$ cat config.mk
export PLATFORM = sky130hd
export DESIGN_NAME = mips_cpu_muldiv_unit
export DESIGN_NICKNAME = d
export VERILOG_FILES = /design/src/rtl/mips_cpu_muldiv_unit.sv
export SDC_FILE = /design/constraint.sdc
export NUM_CORES = 1
export LEC_CHECK = 0
export CORE_ASPECT_RATIO = 1.2
export CORE_MARGIN = 3
export CORE_UTILIZATION = 59
export DETAILED_ROUTE_END_ITERATION = 16
export HOLD_SLACK_MARGIN = 0.15
export PLACE_DENSITY_LB_ADDON = 0.12
export RECOVER_POWER = 50
export SETUP_SLACK_MARGIN = 0.02
export SYNTH_ARGS = -nofsm -noshare
export SYNTH_HDL_FRONTEND = slang
export SYNTH_SLANG_ARGS = --single-unit
$ cat constraint.sdc
create_clock -name clk -period 3.85 [get_ports clk]
set_input_delay 0.385 -clock clk [delete_from_list [all_inputs] [get_ports clk]]
set_output_delay 0.385 -clock clk [all_outputs]
set_load 0.01 [all_outputs]
$ cat src/rtl/mips_cpu_muldiv_unit.sv
// Iterative multiply/divide unit owning the MIPS HI/LO registers.
// 32 shift-add or restoring-divide iterations bracketed by capture and sign-fixup cycles.
module mips_cpu_muldiv_unit (
    input  logic        clk,
    input  logic        reset,
    input  logic        clk_enable,
    input  logic        start,
    input  logic [1:0]  op,
    input  logic [31:0] op_a,
    input  logic [31:0] op_b,
    input  logic        hi_write,
    input  logic        lo_write,
    input  logic [31:0] mt_data,
    output logic        busy,
    output logic        done,
    output logic [31:0] hi,
    output logic [31:0] lo
);
    typedef enum logic [1:0] {IDLE, CALC, FINISH} state_t;

    state_t      state_q, state_d;
    logic [4:0]  count_q, count_d;
    logic        done_q, done_d;
    logic [31:0] hi_q, hi_d, lo_q, lo_d;

    logic [64:0] acc_q, acc_d;
    logic [31:0] m_q, m_d;
    logic [31:0] a_q, a_d;
    logic [1:0]  op_q, op_d;
    logic        neg_q, neg_d, rneg_q, rneg_d, bzero_q, bzero_d;

    logic        a_neg, b_neg, fix_signs, trial_ok;
    logic [31:0] mag_a, mag_b, quo, rem, trial;
    logic [32:0] sum, rem_sh;
    logic [63:0] prod;

    function automatic logic [31:0] neg32(input logic [31:0] x);
        return ~x + 32'd1;
    endfunction

    function automatic logic [63:0] neg64(input logic [63:0] x);
        return ~x + 64'd1;
    endfunction

    always_comb begin
        a_neg     = ~op[0] & op_a[31];
        b_neg     = ~op[0] & op_b[31];
        mag_a     = a_neg ? neg32(op_a) : op_a;
        mag_b     = b_neg ? neg32(op_b) : op_b;
        fix_signs = ~op_q[0];
        // Multiply adds into the upper half with a carry into bit 64; divide uses {rem,quot} in [63:0].
        sum       = {1'b0, acc_q[63:32]} + {1'b0, m_q};
        rem_sh    = acc_q[63:31];
        trial_ok  = rem_sh >= {1'b0, m_q};
        trial     = rem_sh[31:0] - m_q;
        prod      = (fix_signs && neg_q) ? neg64(acc_q[63:0]) : acc_q[63:0];
        quo       = (fix_signs && neg_q) ? neg32(acc_q[31:0]) : acc_q[31:0];
        rem       = (fix_signs && rneg_q) ? neg32(acc_q[63:32]) : acc_q[63:32];
    end

    always_comb begin
        state_d = state_q;
        count_d = count_q;
        done_d  = 1'b0;
        hi_d    = hi_q;
        lo_d    = lo_q;
        acc_d   = acc_q;
        m_d     = m_q;
        a_d     = a_q;
        op_d    = op_q;
        neg_d   = neg_q;
        rneg_d  = rneg_q;
        bzero_d = bzero_q;
        case (state_q)
            IDLE: begin
                if (start) begin
                    op_d    = op;
                    a_d     = op_a;
                    neg_d   = a_neg ^ b_neg;
                    rneg_d  = a_neg;
                    bzero_d = (op_b == 32'd0);
                    count_d = 5'd0;
                    state_d = CALC;
                    if (op[1]) begin
                        acc_d = {33'd0, mag_a};
                        m_d   = mag_b;
                    end else begin
                        acc_d = {33'd0, mag_b};
                        m_d   = mag_a;
                    end
                end else begin
                    if (hi_write) hi_d = mt_data;
                    if (lo_write) lo_d = mt_data;
                end
            end
            CALC: begin
                if (op_q[1]) begin
                    if (trial_ok) acc_d = {1'b0, trial, acc_q[30:0], 1'b1};
                    else          acc_d = {1'b0, rem_sh[31:0], acc_q[30:0], 1'b0};
                end else begin
                    if (acc_q[0]) acc_d = {1'b0, sum, acc_q[31:1]};
                    else          acc_d = {1'b0, acc_q[64:1]};
                end
                count_d = count_q + 5'd1;
                if (count_q == 5'd31) state_d = FINISH;
            end
            FINISH: begin
                if (op_q[1]) begin
                    // Divide by zero forces HI = dividend, LO = all ones.
                    hi_d = bzero_q ? a_q : rem;
                    lo_d = bzero_q ? 32'hFFFF_FFFF : quo;
                end else begin
                    hi_d = prod[63:32];
                    lo_d = prod[31:0];
                end
                done_d  = 1'b1;
                state_d = IDLE;
            end
            default: state_d = IDLE;
        endcase
    end

    always_ff @(posedge clk or posedge reset) begin
        if (reset) begin
            state_q <= IDLE;
            count_q <= 5'd0;
            done_q  <= 1'b0;
            hi_q    <= 32'd0;
            lo_q    <= 32'd0;
        end else if (clk_enable) begin
            state_q <= state_d;
            count_q <= count_d;
            done_q  <= done_d;
            hi_q    <= hi_d;
            lo_q    <= lo_d;
        end
    end

    always_ff @(posedge clk) begin
        if (clk_enable) begin
            acc_q   <= acc_d;
            m_q     <= m_d;
            a_q     <= a_d;
            op_q    <= op_d;
            neg_q   <= neg_d;
            rneg_q  <= rneg_d;
            bzero_q <= bzero_d;
        end
    end

    assign busy = (state_q != IDLE);
    assign done = done_q;
    assign hi   = hi_q;
    assign lo   = lo_q;
endmodule

==> results.json <==
{
  "p_per_area_nw_per_um2": 525,
  "synthSimpleGateAreaFrac_pct": 16.4,
  "first_iter_violations": 2263,
  "synthArstFlopShare_pct": 35.1,
  "drv.max_cap_violation_count": 2,
  "die_area_um2": 30400,
  "seq_power_share_pct": 31.1,
  "cp_cell_sequence": "ha_1 > fa_1 > a21oi_1 > or3b_2 > a21oi_1 > nor4_2 > o221ai_1 > a21oi_1 > o221ai_1 > a211oi_1 > o22ai_1 > a31o_2",
  "slowest_stage": "edfxtp_1",
  "dr_total_vias": 16700,
  "violations": "capacitance limit, slew limit",
  "grt_max_degree": 72,
  "drc": 0,
  "path_clk_slew_ps": 70,
  "cts-resized-gates": 0,
  "period_share_pct": 96.5,
  "hold_violations": 0,
  "grt_pass1_vias": 15500,
  "max_freq_ghz": 0.269,
  "cpMostUsedCell": "a21oi_1",
  "syn2layout_area_growth_pct": 18.6,
  "yosysSeqAreaShare_pct": 34.7,
  "vias_per_cell": 6.60,
  "worst-setup-path-type": "register to register",
  "use_met1_pct": 52.7,
  "status": "complete, but fails checks",
  "pwr-share-clk_pct": 20.7,
  "overflow": 0,
  "crit_required_ps": 4130,
  "synthAdderAreaFrac_pct": 5.48,
  "multiInputGateArea_um2": 10200,
  "die_h_um": 190,
  "top_usage_layer": "met2",
  "use_met3_pct": 6.97,
  "critPathMaxFanout": 7,
  "setup_tns_ps": 0,
  "syn_avg_cell_area_um2": 8.44,
  "hold_buffers": 0,
  "dp_hpwl_um": 46100,
  "setup_viol": 0,
  "crit_arrival_ps": 3990,
  "ant_nets": 0,
  "htree_levels": 1,
  "yosys_most_used_dff": "edfxtp_1",
  "fin_nets": 2312,
  "synth_mux_area_share_pct": 6.32,
  "rsz0062_at_grt": "no",
  "hold_path.class": "primary input to register",
  "syn_area_um2": 16700,
  "die_w_um": 160,
  "antenna_found_initial": 1,
  "period_minus_slack_ps": 3720,
  "io_buffers": 169,
  "clock_latency_ps": 530,
  "place_congestion": 1.03,
  "detail_route.wl_per_cell_um": 23.6,
  "synth_top_family_by_area": "compound AO/OA/AOI/OAI gates",
  "p_switching_mw": 4.24,
  "leakagePower_nw": 8.07,
  "synthXorXnorAreaFrac_pct": 9.43,
  "comb_power_share_pct": 48.2,
  "ys.warnings.count": 0,
  "num_rows": 66,
  "cp-start-kind": "register",
  "yosys.area.top_type": "edfxtp_1",
  "synth_compound_area_share_pct": 23.2,
  "synth-seq-cells": 205,
  "grt_usage_pct": 38.3,
  "cts.path.max_buffers": 3,
  "cts_sinks": 205,
  "synth.most_common_cell": "a21oi_1",
  "drive_gt1_share_pct": 6.97,
  "placedCellCount": 2486,
  "cp_num_buf_inv": 0,
  "slew_violations": 127,
  "worst_pin_slew_ps": 2920,
  "clockRootBuffer": "clkbuf_16",
  "post_cts_buffers": 0,
  "internal_power_mw": 6.16,
  "vdd_drop_max_uv": 390,
  "ios": 170,
  "num_antenna_cells": 0,
  "p_sw_share_pct": 40.8,
  "yosys-top-cells-area": "edfxtp_1, dfrtp_1, a21oi_1",
  "critPathMaxStageDelay_ps": 480,
  "fill_cells": 2212,
  "initial_core_util_pct": 60.8,
  "met2_usage_pct": 59.5,
  "synthTopCellsByCount": "a21oi_1, nand2_1, nor2_1",
  "syn_inst": 1981,
  "first_pass_iters": 6,
  "cts_tree": "built",
  "fin_skew_ps": 16.3,
  "fin_cells": 2525,
  "cp_top_family": "compound AO/OA/AOI/OAI gates",
  "slew_headroom_pct": -94.7,
  "endpoint_kind": "register",
  "synth_nets": 2157,
  "final-seq-area_um2": 5800,
  "grt_pass1_wl_um": 91200,
  "fp.coreArea_um2": 27500,
  "numCtsBuffers": 22,
  "drt_wl_total_um": 59700,
  "synth_top_area_share_pct": 23.9,
  "netlist-cell-type-count": 78,
  "synth-edff-count": 133
}
-- flip-flops by register name, summed over array words and instances, names as in the netlist --
signal / cells
count_q: 5
done: 1
acc_q: 64
op_q: 2
rneg_q: 1
hi: 32
lo: 32
bzero_q: 1
a_q: 32
neg_q: 1
state_q: 2
m_q: 32
-- logic make-up (layout without fill, tap and decap cells) --
family                   count (synthesis)  in the layout
flip-flops                             205            205
AND/OR/NAND/NOR                        586            586
buffers and inverters                  192            362
XOR/XNOR                               180            180
adder cells (fa/ha/maj)                 72             72
multiplexers                           105            105
AO/OA/AOI/OAI                          641            641
-- layout make-up --
class	instances	share of cell area, %
Clock buffer	29	3.18
Sequential cell	205	29.2
Inverter	71	1.35
Clock inverter	10	0.423
Timing Repair Buffer	252	11.8
Multi-Input combinational cell	1584	51.7
Tap cell	374	2.36
-- metal layers --
metal | vias up | part of all wire (%)
met4 | 2 | 5.3
met5 | - | 0.022
met3 | 189 | 10
met1 | 7898 | 40
met2 | 1013 | 44
li1 | 7561 | -
-- placed cells by master (no fill, tap or decap), types with 72 or more instances in the layout --
master           n
a21oi_1        207
buf_4           76
dfrtp_1         72
dlygate4sd3_1   99
edfxtp_1       133
mux2i_1        101
nand2_1        195
nor2_1         186
o21ai_0        166
xnor2_1         92
xor2_1          88
-- stage by stage --
| stage | utilization (%) | hold slack [ps] | area (um^2) | total power, mW | setup WS, ps |
|---|---|---|---|---|---|
| final | 72.1 | 464 | 19800 | 10.4 | 133 |
| after global routing | 72.1 | 484 | 19800 | 11.0 | 9.14 |
| after CTS | 72.1 | 230 | 19800 | 10.3 | 157 |
| after detailed placement | 69.6 | 469 | 19100 | 8.18 | 174 |
| after global placement | 69.6 | 460 | 19100 | 8.07 | 221 |
| after floorplan | - | 474 | 16700 | 6.46 | 672 |
-- worst reg2reg max path, cell delays in order, from the launching register on --
cell	delay, ps
edfxtp_1	480
ha_1	280
fa_1	410
a21oi_1	190
or3b_2	180
a21oi_1	120
nor4_2	330
o221ai_1	280
a21oi_1	340
o221ai_1	230
a211oi_1	290
o22ai_1	120
a31o_2	210
-- path summary, 6_finish.rpt --
kind | startpoint | end | slack (ps) | cells after the start
worst max-delay path | acc_q[32]$_SDFFCE_PN0P_ | acc_q[63]$_SDFFCE_PN0P_ | 130 | 12
worst min-delay path | mt_data[19] | hi[19]$_DFFE_PP0P_ | 460 | 3
worst max register to register | acc_q[32]$_SDFFCE_PN0P_ | acc_q[63]$_SDFFCE_PN0P_ | 130 | 12
worst min register to register | hi[12]$_DFFE_PP0P_ | hi[12]$_DFFE_PP0P_ | 470 | 2
max in group asynchronous | reset | count_q[3]$_DFFE_PP0P_ | 1590 | 3
min in group asynchronous | reset | hi[2]$_DFFE_PP0P_ | 520 | 2
-- power groups by stage --
stage	Sequential [mW]	Clock [mW]	Combinational [mW]
after floorplan	3.20	0	3.26
after global placement	3.25	0	4.82
after detailed placement	3.26	0	4.92
after CTS	3.22	2.16	4.95
after global routing	3.27	2.25	5.47
final	3.23	2.15	5.02
Power figures use the tool's default switching activity.
